## src/rtl/cpu_pkg.sv

```systemverilog
// Shared CPU definitions: datapath width, instruction size and
// the instruction-fetch state encoding.
package cpu_pkg;

  localparam int XLEN       = 32;
  localparam int INSN_BYTES = 4;

  typedef enum logic [1:0] {
    FS_IDLE = 2'd0,
    FS_REQ  = 2'd1,
    FS_WAIT = 2'd2,
    FS_HOLD = 2'd3
  } fetch_state_e;

  // Clear the byte-offset bits so a target is instruction aligned.
  function automatic logic [XLEN-1:0] word_align(
    input logic [XLEN-1:0] a
  );
    return a & ~XLEN'(INSN_BYTES - 1);
  endfunction

endpackage

```

## src/rtl/fetch_unit.sv

```systemverilog
// Instruction fetch: one outstanding memory request, one buffered
// instruction handed to the decoder over a valid/ready pair.
//
// Ports:
//   clk, reset          clock, async active-high reset
//   redirect_valid/pc   taken branch/jump target (highest priority)
//   imem_req/addr       request to instruction memory (word aligned)
//   imem_gnt            memory accepted the request
//   imem_rvalid/rdata   read response
//   inst_valid/ready    handshake to the decoder
//   inst_out/pc/next_pc buffered instruction, its pc and pc + 4
module fetch_unit
  import cpu_pkg::*;
#(
  parameter logic [XLEN-1:0] RESET_PC = 32'h0000_0000
) (
  input  logic            clk,
  input  logic            reset,
  input  logic            redirect_valid,
  input  logic [XLEN-1:0] redirect_pc,
  output logic            imem_req,
  output logic [XLEN-1:0] imem_addr,
  input  logic            imem_gnt,
  input  logic            imem_rvalid,
  input  logic [XLEN-1:0] imem_rdata,
  output logic            inst_valid,
  input  logic            inst_ready,
  output logic [XLEN-1:0] inst_out,
  output logic [XLEN-1:0] inst_pc,
  output logic [XLEN-1:0] inst_next_pc
);

  fetch_state_e    state_q, state_d;
  logic [XLEN-1:0] pc_q, pc_d;
  logic            drop_q, drop_d;
  logic            capture;
  logic [XLEN-1:0] inst_q, ipc_q, npc_q;

  always_comb begin
    state_d = state_q;
    pc_d    = pc_q;
    drop_d  = drop_q;
    capture = 1'b0;
    unique case (state_q)
      FS_IDLE: state_d = FS_REQ;
      FS_REQ: begin
        if (imem_gnt) begin
          state_d = FS_WAIT;
          // Granted fetch is for the old pc; its data must be thrown away.
          drop_d  = redirect_valid;
        end
      end
      FS_WAIT: begin
        if (redirect_valid) begin
          drop_d = 1'b1;
        end else if (imem_rvalid) begin
          drop_d = 1'b0;
          if (drop_q) begin
            state_d = FS_REQ;
          end else begin
            capture = 1'b1;
            state_d = FS_HOLD;
          end
        end
      end
      FS_HOLD: begin
        if (redirect_valid) begin
          state_d = FS_REQ;
        end else if (inst_ready) begin
          state_d = FS_REQ;
          pc_d    = pc_q + XLEN'(INSN_BYTES);
        end
      end
      default: state_d = FS_IDLE;
    endcase
    if (redirect_valid) begin
      pc_d = word_align(redirect_pc);
    end
  end

  always_ff @(posedge clk or posedge reset) begin
    if (reset) begin
      state_q <= FS_IDLE;
      pc_q    <= RESET_PC;
      drop_q  <= 1'b0;
    end else begin
      state_q <= state_d;
      pc_q    <= pc_d;
      drop_q  <= drop_d;
    end
  end

  // next_pc is registered so that it, too, reads zero in reset.
  always_ff @(posedge clk or posedge reset) begin
    if (reset) begin
      inst_q <= '0;
      ipc_q  <= '0;
      npc_q  <= '0;
    end else if (capture) begin
      inst_q <= imem_rdata;
      ipc_q  <= pc_q;
      npc_q  <= pc_q + XLEN'(INSN_BYTES);
    end
  end

  assign imem_req     = (state_q == FS_REQ);
  assign imem_addr    = pc_q;
  assign inst_valid   = (state_q == FS_HOLD);
  assign inst_out     = inst_q;
  assign inst_pc      = ipc_q;
  assign inst_next_pc = npc_q;

endmodule

```

## config.mk

```make
export PLATFORM = sky130hd
export DESIGN_NAME = fetch_unit
export DESIGN_NICKNAME = d
export VERILOG_FILES = /design/src/rtl/cpu_pkg.sv /design/src/rtl/fetch_unit.sv
export SDC_FILE = /design/constraint.sdc
export NUM_CORES = 1
export LEC_CHECK = 0
export ABC_AREA = 1
export CAP_MARGIN = 20
export CORE_MARGIN = 2
export CORE_UTILIZATION = 40
export CTS_BUF_LIST = sky130_fd_sc_hd__clkbuf_8
export DETAILED_ROUTE_END_ITERATION = 8
export PLACE_DENSITY_LB_ADDON = 0.05
export SLEW_MARGIN = 15
export SYNTH_ARGS = -nofsm -noshare
export SYNTH_HDL_FRONTEND = slang
export SYNTH_SLANG_ARGS = --single-unit
```

## constraint.sdc

```tcl
create_clock -name clk -period 4.4 [get_ports clk]
set_input_delay 0.66 -clock clk [delete_from_list [all_inputs] [get_ports clk]]
set_output_delay 0.66 -clock clk [all_outputs]
set_load 0.05 [all_outputs]
```

Yosys cells after proc, flatten, opt, wreduce, memory -nomap -nowiden
Cells that the tools add are included.
{"block": "totals", "inputBits": 70, "reg_bits": 131, "wordCells": 40, "output_inout_bits": 130}
{"block": "classes", "eq_ne": 8, "mux": 18, "reduce_logical": 7, "add_sub_neg": 1}
{"cell": "32-bit two-way mux", "count": 3}
{"cell": "32-bit by 3-bit adder with 32-bit output, second input constant", "count": 1}
{"cell": "2-bit two-way mux", "count": 6}
{"cell": "2-bit one-hot mux with 4 select lines", "count": 1}
{"cell": "1-bit two-way mux", "count": 7}
{"cell": "2-bit nonzero test", "count": 3}
{"cell": "2-bit == test, second input constant", "count": 2}
{"cell": "2-bit != test, second input constant", "count": 2}
{"cell": "4-bit AND reduction", "count": 1}
{"cell": "3-bit by 2-bit != test with 1-bit output, second input constant", "count": 1}
{"cell": "3-bit != test, second input constant", "count": 1}
{"cell": "3-bit AND reduction", "count": 1}
{"cell": "2-bit by 1-bit == test with 1-bit output, second input constant", "count": 1}
{"cell": "2-bit zero test", "count": 1}
{"cell": "2-bit by 1-bit != test with 1-bit output, second input constant", "count": 1}
{"cell": "1-bit one-hot mux with 2 select lines", "count": 1}
{"cell": "2-bit AND reduction", "count": 1}

Depth between registers and ports, before layout
Gate-level depths: netlist of the first run.
{"block": "depth", "word_depth": 4, "ltp_mapped": 11}

Worst setup path after synthesis of the first run
No wires, ideal clock.
{"block": "synth_timing", "kind": "reg2reg", "startpoint": "reg pc_q[3] (netlist: imem_addr[3])", "endpoint": "reg pc_q[22] (netlist: imem_addr[22])", "path_buffers": 0, "stages_incl_launch_ff": 11, "required_ns": 4.283, "slack_ns": 2.595, "arrival_time_ns": 1.688, "path_cell_list": "dfrtp_1 -> ha_1 -> nand2_1 -> nor2_4 -> nand2_2 -> nor2_4 -> nand2_1 -> nand2_1 -> nand2_1 -> nand2_1 -> nand2_1"}
{"block": "synth_via", "elab_chain_len": 4}
{"element": "start: declaration", "line": "fetch_unit.sv:34", "text": "logic [XLEN-1:0] pc_q, pc_d;"}
{"element": "start signal: assignment", "line": "fetch_unit.sv:88", "text": "pc_q <= pc_d;"}
{"element": "32-bit by 3-bit adder with 32-bit output", "line": "fetch_unit.sv:71", "text": "pc_d = pc_q + XLEN'(INSN_BYTES);"}
{"element": "32-bit two-way mux", "line": "fetch_unit.sv:69", "text": "end else if (inst_ready) begin"}
{"element": "32-bit two-way mux", "line": "fetch_unit.sv:44", "text": "unique case (state_q)"}
{"element": "32-bit two-way mux", "line": "fetch_unit.sv:76", "text": "if (redirect_valid) begin"}
No other way between the ends. The select of a mux whose other input is x is not followed.
A chain may end at the register's enable or synchronous reset.

Worst setup path in the final report of the first run
{"block": "layout_timing", "startpoint": "reg state_q[1]", "endpoint": "out imem_req"}
{"block": "layout_via", "elab_chain_len": 1}
{"element": "start: declaration", "line": "fetch_unit.sv:33", "text": "fetch_state_e state_q, state_d;"}
{"element": "start signal: assignment", "line": "fetch_unit.sv:87", "text": "state_q <= state_d;"}
{"element": "2-bit by 1-bit == test with 1-bit output", "line": "fetch_unit.sv:106", "text": "assign imem_req = (state_q == FS_REQ);"}
{"element": "end: declaration", "line": "fetch_unit.sv:21", "text": "output logic imem_req,"}
No other way between the ends.

==> reports/qor.yml, run 1 <==
status: "complete, no violations"
crit_type: "reg -> out"
fin_cells: 1139
wl_per_cell_um: 14.4
register_area_um2: 3130
async_flop_share_pct: 100
cts-root-buf: "clkbuf_8"
cellPowerDensity_nw_per_um2: 688
dieWidth_um: 125
gp_congestion: 0.821
fin_crit_ns: 2.59
areaGrowthSynthToFinish_pct: 42.0
place_hpwl_mm: 11.7
diodes: 0
worst_setup_path_start_kind: "flip-flop"
synth_edf_count: 0
finalHoldViolCount: 0
vias: 5333
drv_slew: 0
max-clock-path-buffers: 2
ys_ff_latch: 125
fin_skew_ns: 0.0130
cts_hold_buf: 0
rsz0062_at_grt: "false"
synth.top_cells.by_area: "dfrtp_1, nand2_1, o21ai_0"
multi_input_area_um2: 2330
cts_buffers: 17
cts.reportedPaths.clkPinSlew_ns: 0.07
min_period_over_period_pct: 58.8
h-tree-depth: 4
cts.sink_count: 125
worstMarginPinSlew_ns: 1.01
grt_overflow: 0
post_cts_resized: 0
netlist.area_leader.share_pct: 53.5
dieHeight_um: 125
synth.distinct_cells: 26
worstPathArrival_ns: 1.93
cap_violations: 0
clk_latency_ns: 0.45
dieArea_um2: 15600
setup_violations: 0
fin_setup_tns_ns: 0
ant_nets: 0
grt_use_total_pct: 21.5
fmax_mhz: 386
yosysTopAreaCell: "dfrtp_1"
synth_flop_cell: "dfrtp_1"
core_area_um2: 14400
drcViolationCount: 0
p_leak_uw: 0.00407
antenna_found_initial: 0
grt_max_degree: 70
worstPathRequired_ns: 3.74
netlist_area_um2: 5850
wirelength_mm: 16.4
end_kind: "primary output"
postSynthCellCount: 752
ys_warn_count: 0
viasPerCell: 4.68
drive_gt1_share_pct: 5.45
cts_tree: "yes"
grt_pass1_vias: 5333
post_cts_buffers: 0
start_util_pct: 40.6
crit_path_max_fanout: 3
nNetsFinal: 1016
synth_area_per_cell_um2: 7.78
grt_pass1_wl_mm: 26.9
fillers: 1351
io_buffers: 191
seq_area_frac_synth_pct: 53.5
rows: 44
drt_iter0_drc: 271
dpl.cell_count: 1107
drt_first_pass_iters: 5
r2r_slack_ns: 1.86
io_pins: 200
slew_headroom_pct: 32.7
ir_worst_vdd_mv: 0.308
min_path_type: "reg -> reg"
cell usage in the layout, fill, tap and decap left out, drive strengths merged:
cell	netlist	final
nand2	372	372
clkdlybuf4s50	0	191
dfrtp	125	125
inv	67	72
o21ai	61	61
nor2	44	44
clkbuf	14	19
xor2	15	15
nand3	14	14
buf	19	8
conb	1	6
clkinv	0	5
o21bai	4	4
ha	4	4
and2	3	3
o211ai	3	3
a21oi	2	2
o31ai	2	2
bufinv	0	2
a211oi	1	1
o22ai	1	1
clkinvlp	0	1
worst max-delay path: stages (launching register included):
cell             delay [ns]
dfrtp_1                0.40
inv_1                  0.08
ha_1                   0.19
clkdlybuf4s50_1        0.82
cell usage after synthesis (2+ instances only):
cell type / instances
inv_1: 64
buf_2: 10
nor2_1: 33
o211ai_1: 3
inv_2: 3
dfrtp_1: 125
xor2_1: 15
and2_1: 3
a21oi_1: 2
nor2_4: 7
o21ai_0: 61
ha_1: 4
clkbuf_1: 13
nor2_2: 4
o21bai_1: 4
nand3_1: 14
o31ai_1: 2
nand2_1: 370
buf_4: 8
final timing paths:
path                               from               end  cells past startpoint
max in group asynchronous         reset        state_q[1]                      4
min in group asynchronous         reset  inst_next_pc[26]                      2
min reg2reg                inst_out[12]      inst_out[12]                      2
max reg2reg                  state_q[0]        inst_pc[7]                     10
max                          state_q[1]          imem_req                      3
min                        inst_out[12]      inst_out[12]                      2
logic make-up (layout without fill, tap and decap cells):
| group | Yosys count | after routing | share of synthesized area [%] |
|---|---|---|---|
| and+or+nand+nor | 433 | 433 | 29.4 |
| DFF | 125 | 125 | 53.5 |
| buffers and inverters | 100 | 298 | 7.16 |
| AOI/OAI and AO/OA | 74 | 74 | 6.78 |
| xor gates and xnor gates | 15 | 15 | 2.25 |
| adders and majority gates | 4 | 4 | 0.855 |
| other | 1 | 6 | 0.0641 |
metrics by stage:
stage	setup WS (ns)	total power [uW]	util, %	hold slack, ns	area [um^2]
after floorplan	0.412	3730	-	0.466	5870
after global placement	1.41	4750	54.8	0.452	7910
after detailed placement	1.38	4800	55.0	0.459	7940
after CTS	1.80	5760	57.6	0.475	8310
after global routing	1.58	6010	57.6	0.483	8310
final	1.81	5720	57.6	0.472	8310
cell type report:
class                      instances  share of cell area, %
clock inverter                    13                   1.33
sequential                       125                   37.7
inverter                          67                   3.07
timing repair buffer             199                   24.0
tap                              184                   2.77
multi-input combinational        532                   28.1
clock buffer                      19                   3.15
metal layers:
| layer | global-route usage [%] | vias to the layer above | wire (um) |
|---|---|---|---|
| li1 | - | 2658 | - |
| met2 | 34.5 | 143 | 7590 |
| met3 | 5.86 | 25 | 860 |
| met5 | 0 | - | 0 |
| met1 | 27.9 | 2507 | 7500 |
| met4 | 8.56 | 0 | 423 |
state kept, by name, indices dropped and copies added (netlist names):
signal / flops
drop_q: 1
imem_addr: 30
inst_next_pc: 30
inst_out: 32
inst_pc: 30
state_q: 2
power by group:
group / total, uW / switching (uW) / leakage, uW / internal [uW]
combinational: 2950 / 2020 / 0.00228 / 932
clock: 957 / 440 / 0.000213 / 516
sequential: 1810 / 260 / 0.00158 / 1550
total: 5720 / 2720 / 0.00407 / 3000
(Power assumes the default switching activity.)
==> inputs of run 2 (changes only) <==
==> constraint.sdc (replaced) <==
create_clock -name clk -period 2.2 [get_ports clk]
set_input_delay 0.33 -clock clk [delete_from_list [all_inputs] [get_ports clk]]
set_output_delay 0.33 -clock clk [all_outputs]
set_load 0.05 [all_outputs]
==> run 2 against run 1 <==
Compared with the run above: via count is 1.4% higher; sequential share of layout area is 0.31 points lower; cell count is 0.26% higher; cell area is 0.83% higher; total power is 100% higher; highest routed layer unchanged.
==> reports/qor.yml, run 2 (same netlist as run 1, synthesis figures left out) <==
worstPathRequired_ns: 1.87  # was 3.74 ns
worstMarginPinSlew_ns: 0.776  # was 1.01 ns
register_area_um2: 3130  # unchanged
dieWidth_um: 125  # unchanged
dpl.cell_count: 1111  # was 1,107
ant_nets: 0  # unchanged
crit_chain: "clkdlybuf4s50_1"  # was inv_1, ha_1, clkdlybuf4s50_1
start_util_pct: 40.6  # unchanged
place_hpwl_mm: 12.0  # was 11.7 mm
multi_input_area_um2: 2330  # unchanged
rows: 44  # unchanged
cts.sink_count: 125  # unchanged
path_buf_inv: 1  # was 2
crit_slowest_cell: "clkdlybuf4s50_1"  # unchanged
cts.reportedPaths.clkPinSlew_ns: 0.07  # about the same
cts_tree: "yes"  # unchanged
areaGrowthSynthToFinish_pct: 43.1  # was 42.0%
final_common_cell: "nand2_1"  # unchanged
worstPathArrival_ns: 1.78  # was 1.93 ns
grt_overflow: 0  # unchanged
dieHeight_um: 125  # unchanged
fmax_mhz: 473
fin_crit_ns: 2.11
cts-root-buf: "clkbuf_8"  # unchanged
setup_violations: 0  # unchanged
fin_skew_ns: 0.00804  # was 0.0130 ns
fillers: 1356  # was 1,351
drt_first_pass_iters: 6  # was 5
drive_gt1_share_pct: 5.74  # was 5.45%
viasPerCell: 4.73  # was 4.68
core_area_um2: 14400  # unchanged
setup_ws_ns: 0.0864  # was 1.81 ns
grt_pass1_vias: 5445  # was 5,333
place_worst_setup_slack_ns: 0.00384  # was 1.38 ns
min_path_type: "in -> async"  # was reg -> reg
fin_setup_tns_ns: 0  # unchanged
finalHoldViolCount: 0  # unchanged
min_period_over_period_pct: 96.1
gp_congestion: 0.834  # was 0.821
cellPowerDensity_nw_per_um2: 1380  # was 688 nW/um^2
io_pins: 200  # unchanged
diodes: 0  # unchanged
h-tree-depth: 4  # unchanged
max-clock-path-buffers: 2  # unchanged
max_stage_delay_ns: 0.86  # was 0.82 ns
drv_slew: 0  # unchanged
nNetsFinal: 1020  # was 1,016
rsz0062_at_grt: "false"  # unchanged
drcViolationCount: 0  # unchanged
io_buffers: 191  # unchanged
whs_ns: 0.379  # was 0.472 ns
vias: 5406  # was 5,333
clk_latency_ns: 0.44  # was 0.45 ns
crit_path_max_fanout: 6  # was 3
fin_util_pct: 58.1  # was 57.6%
dieArea_um2: 15600  # unchanged
p_leak_uw: 0.00411  # was 0.00407 uW
drt_iter0_drc: 299  # was 271
grt_use_total_pct: 22.3  # was 21.5%
grt_max_degree: 97  # was 70
largest_reg_flops: 32  # unchanged
end_kind: "primary output"  # unchanged
antenna_found_initial: 0  # unchanged
ir_worst_vdd_mv: 0.636  # was 0.308 mV
wl_per_cell_um: 14.6  # was 14.4 um
post_cts_buffers: 0  # unchanged
cap_violations: 0  # unchanged
fin_cells: 1142  # was 1,139
status: "complete, no violations"  # unchanged
grt_pass1_wl_mm: 27.8  # was 26.9 mm
cts_buffers: 17  # unchanged
crit_type: "reg -> out"  # unchanged
layout_common_cells: "nand2_1, clkdlybuf4s50_1, dfrtp_1"  # unchanged
worst_setup_path_start_kind: "flip-flop"  # unchanged
slew_headroom_pct: 48.2  # was 32.7%
wirelength_mm: 16.6  # was 16.4 mm
cp_top_family: "buffers and inverters"  # unchanged
## run 2: cell count changes in the layout (fill, tap and decap cells not counted), moves of 2 or more
cell	before	now
clkinv_2	5	2
clkinvlp_4	1	3
buf_4	7	9
buf_12	0	3
dlygate4sd2_1	0	2
clkdlybuf4s50_1	191	189
## run 2: metrics by stage
stage	cell area (um^2)	power [uW]
3_5_place_dp	7990	9630
6_report	8380	11600
2_1_floorplan	5870	7460
5_1_grt	8380	12200
3_3_place_gp	7990	9530
4_1_cts	8380	11700
## run 2: worst paths after layout
| kind | cells past startpoint | slack (ns) | to | from |
|---|---|---|---|---|
| worst min register to register | 2 | 0.47 | inst_out[6] | inst_out[6] |
| worst max-delay path | 1 | 0.09 | imem_addr[26] | imem_addr[26] |
| worst min-delay path | 3 | 0.38 | inst_next_pc[2] | reset |
| min in group clk | 3 | 0.42 | inst_out[18] | imem_rdata[18] |
| worst max register to register | 6 | 0.24 | imem_addr[3] | state_q[1] |
| max in group asynchronous | 3 | 1.39 | inst_next_pc[28] | reset |
## run 2: cell type report
cell class,instances,share of cell area (%)
timing repair buffer,203,24.3
tap,184,2.75
inverter,67,3.06
clock buffer,19,3.12
sequential,125,37.3
clock inverter,12,1.58
multi-input combinational,532,27.8
## run 2: where the power goes
part | internal, uW | total [uW] | switching, uW
logic | 1870 | 5910 | 4040
registers | 3100 | 3640 | 540
clock network | 1150 | 2040 | 895
total | 6110 | 11600 | 5470
## run 2: routing by layer
metal | vias up | global-route usage, % | part of all wire, %
met5 | - | 0 | 0
met4 | 0 | 8.10 | 2.3
met3 | 26 | 5.48 | 5.2
met2 | 164 | 35.1 | 46
met1 | 2551 | 30.3 | 46
li1 | 2665 | - | -
## run 2: what timing repair did
item,4_1_cts,5_1_grt
hold buffers,0,0
endpoints found under the setup margin,2,0
gates resized for setup,2,0
==> inputs of run 3 (changes only) <==
--- a/config.mk
+++ b/config.mk
@@ -16,3 +16,4 @@
 export SYNTH_ARGS = -nofsm -noshare
 export SYNTH_HDL_FRONTEND = slang
 export SYNTH_SLANG_ARGS = --single-unit
+export TNS_END_PERCENT = 10
==> constraint.sdc (replaced) <==
create_clock -name clk -period 2.1 [get_ports clk]
set_input_delay 0.315 -clock clk [delete_from_list [all_inputs] [get_ports clk]]
set_output_delay 0.315 -clock clk [all_outputs]
set_load 0.05 [all_outputs]
==> run 3 against run 2 <==
Compared with the run above: cell count grew 0.18%; core utilization up 0.21 points; clock skew is 0.0036 ns higher; worst hold slack got worse by 0.024 ns; sequential share of layout area is 0.13 points lower; routed wire length decreased by 0.26%; register-to-register slack better by 0.08 ns; sequential power increased by 5%; via count shrank 0.11%; clock-buffer cell count fell by 1; critical path depth unchanged; non-clock buffer count rose by 1.
==> reports/qor.yml, run 3 (same netlist as run 1, synthesis figures left out) <==
status: "complete, no violations"  # unchanged
dieHeight_um: 125  # unchanged
final_common_cell: "nand2_1"  # unchanged
grt_max_degree: 97  # unchanged
io_pins: 200  # unchanged
crit_slowest_cell: "clkdlybuf4s50_1"  # unchanged
worstPathRequired_ns: 1.78  # was 1.87 ns
max_stage_delay_ns: 0.85  # was 0.86 ns
top_layer_used: "met4"  # unchanged
core_area_um2: 14400  # unchanged
viasPerCell: 4.72  # was 4.73
rows: 44  # unchanged
layout_common_cells: "nand2_1, clkdlybuf4s50_1, dfrtp_1"  # unchanged
place_area_um2: 7990  # about the same
max-clock-path-buffers: 2  # unchanged
r2r_end: "inst_pc[17]"  # was imem_addr[3]
fin_area_um2: 8410  # was 8380 um^2
end_kind: "primary output"  # unchanged
post_cts_buffers: 0  # unchanged
whs_ns: 0.355  # was 0.379 ns
worst_setup_path_start_kind: "flip-flop"  # unchanged
reg2reg_depth: 9  # was 6
slew_headroom_pct: 62.0  # was 48.2%
dieArea_um2: 15600  # unchanged
crit_chain: "clkdlybuf4s50_1"  # unchanged
timing.rr.start: "state_q[0]"  # was state_q[1]
ir_worst_vdd_mv: 0.722  # was 0.636 mV
clk_latency_ns: 0.44  # about the same
fmax_mhz: 490
min_period_over_period_pct: 97.2
diodes: 0  # unchanged
fin_crit_ns: 2.04
grt_overflow: 0  # unchanged
worstMarginPinSlew_ns: 0.568  # was 0.776 ns
wirelength_mm: 16.6  # about the same
io_buffers: 191  # unchanged
fin_skew_ns: 0.0116  # was 0.00804 ns
drv_slew: 0  # unchanged
min_path_type: "in -> async"  # unchanged
worstPathArrival_ns: 1.73  # was 1.78 ns
dr_wl_met3_um: 996  # was 866 um
antenna_found_initial: 0  # unchanged
crit_path_max_fanout: 5  # was 6
cts.sink_count: 125  # unchanged
ant_nets: 0  # unchanged
cts_buffers: 17  # unchanged
drive_gt1_share_pct: 6.04  # was 5.74%
start_util_pct: 40.6  # unchanged
cp_top_family: "buffers and inverters"  # unchanged
gp_congestion: 0.838  # was 0.834
setup_violations: 0  # unchanged
wl_met1_mm: 7.45  # was 7.72 mm
grt_use_total_pct: 21.9  # was 22.3%
fin_cells: 1144  # was 1,142
rsz0062_at_grt: "false"  # unchanged
drt_iter0_drc: 273  # was 299
grt_pass1_wl_mm: 27.2  # was 27.8 mm
dpl.cell_count: 1112  # was 1,111
vias: 5400  # was 5,406
wl_met2_mm: 7.96  # was 7.66 mm
h-tree-depth: 4  # unchanged
fin_setup_tns_ns: 0  # unchanged
areaGrowthSynthToFinish_pct: 43.7  # was 43.1%
crit_type: "reg -> out"  # unchanged
cap_violations: 0  # unchanged
grt_pass1_vias: 5423  # was 5,445
place_hpwl_mm: 12.0  # about the same
cts-root-buf: "clkbuf_8"  # unchanged
finalHoldViolCount: 0  # unchanged
drt_first_pass_iters: 4  # was 6
nNetsFinal: 1021  # was 1,020
power_uw: 12100  # was 11,600 uW
path_buf_inv: 1  # unchanged
dieWidth_um: 125  # unchanged
r2r_slack_ns: 0.32  # was 0.24 ns
p_leak_uw: 0.00428  # was 0.00411 uW
cts.reportedPaths.clkPinSlew_ns: 0.07  # about the same
largest_reg_flops: 32  # unchanged
wl_per_cell_um: 14.5  # was 14.6 um
cellPowerDensity_nw_per_um2: 1440  # was 1380 nW/um^2
cts_tree: "yes"  # unchanged
drcViolationCount: 0  # unchanged
## run 3: worst max-delay path by stage
stage	from	to	cells after the start
4_1_cts	imem_addr[13]	imem_addr[13]	1
6_report	imem_addr[19]	imem_addr[19]	1
2_1_floorplan	reset	drop_q	1
3_5_place_dp	redirect_valid	inst_pc[17]	7
5_1_grt	imem_addr[6]	imem_addr[6]	1
3_3_place_gp	redirect_valid	inst_next_pc[2]	8
## run 3: stage by stage
step | util (%) | worst slack, ns
2_1_floorplan | - | 0.246
3_3_place_gp | 55.4 | 0.180
3_5_place_dp | 55.4 | 0.137
4_1_cts | 58.0 | 0.000311
5_1_grt | 58.3 | 0.00193
6_report | 58.3 | 0.0593
## run 3: per-layer routing
| layer | GRT usage, % | up-vias |
|---|---|---|
| met4 | 6.73 | 0 |
| met5 | 0 | - |
| met3 | 5.86 | 12 |
| li1 | - | 2669 |
| met1 | 28.7 | 2569 |
| met2 | 35.8 | 150 |
## run 3: layout make-up
type	instances	area, um^2
fill	1341	6020
multi-input combinational	532	2330
clock buffer	18	248
sequential	125	3130
clock inverter	14	138
tap	184	230
timing repair buffer	204	2080
inverter	67	256
## run 3: timing repair
action                     4_1_cts  5_1_grt
setup endpoints to repair        3       14
resized for setup                3       14
gates cloned                     0        0
hold buffers                     0        0
## run 3: power by group
part / switching (uW) / internal, uW / total, uW
logic: 4230 / 1950 / 6180
clock network: 912 / 1170 / 2080
registers: 565 / 3250 / 3810
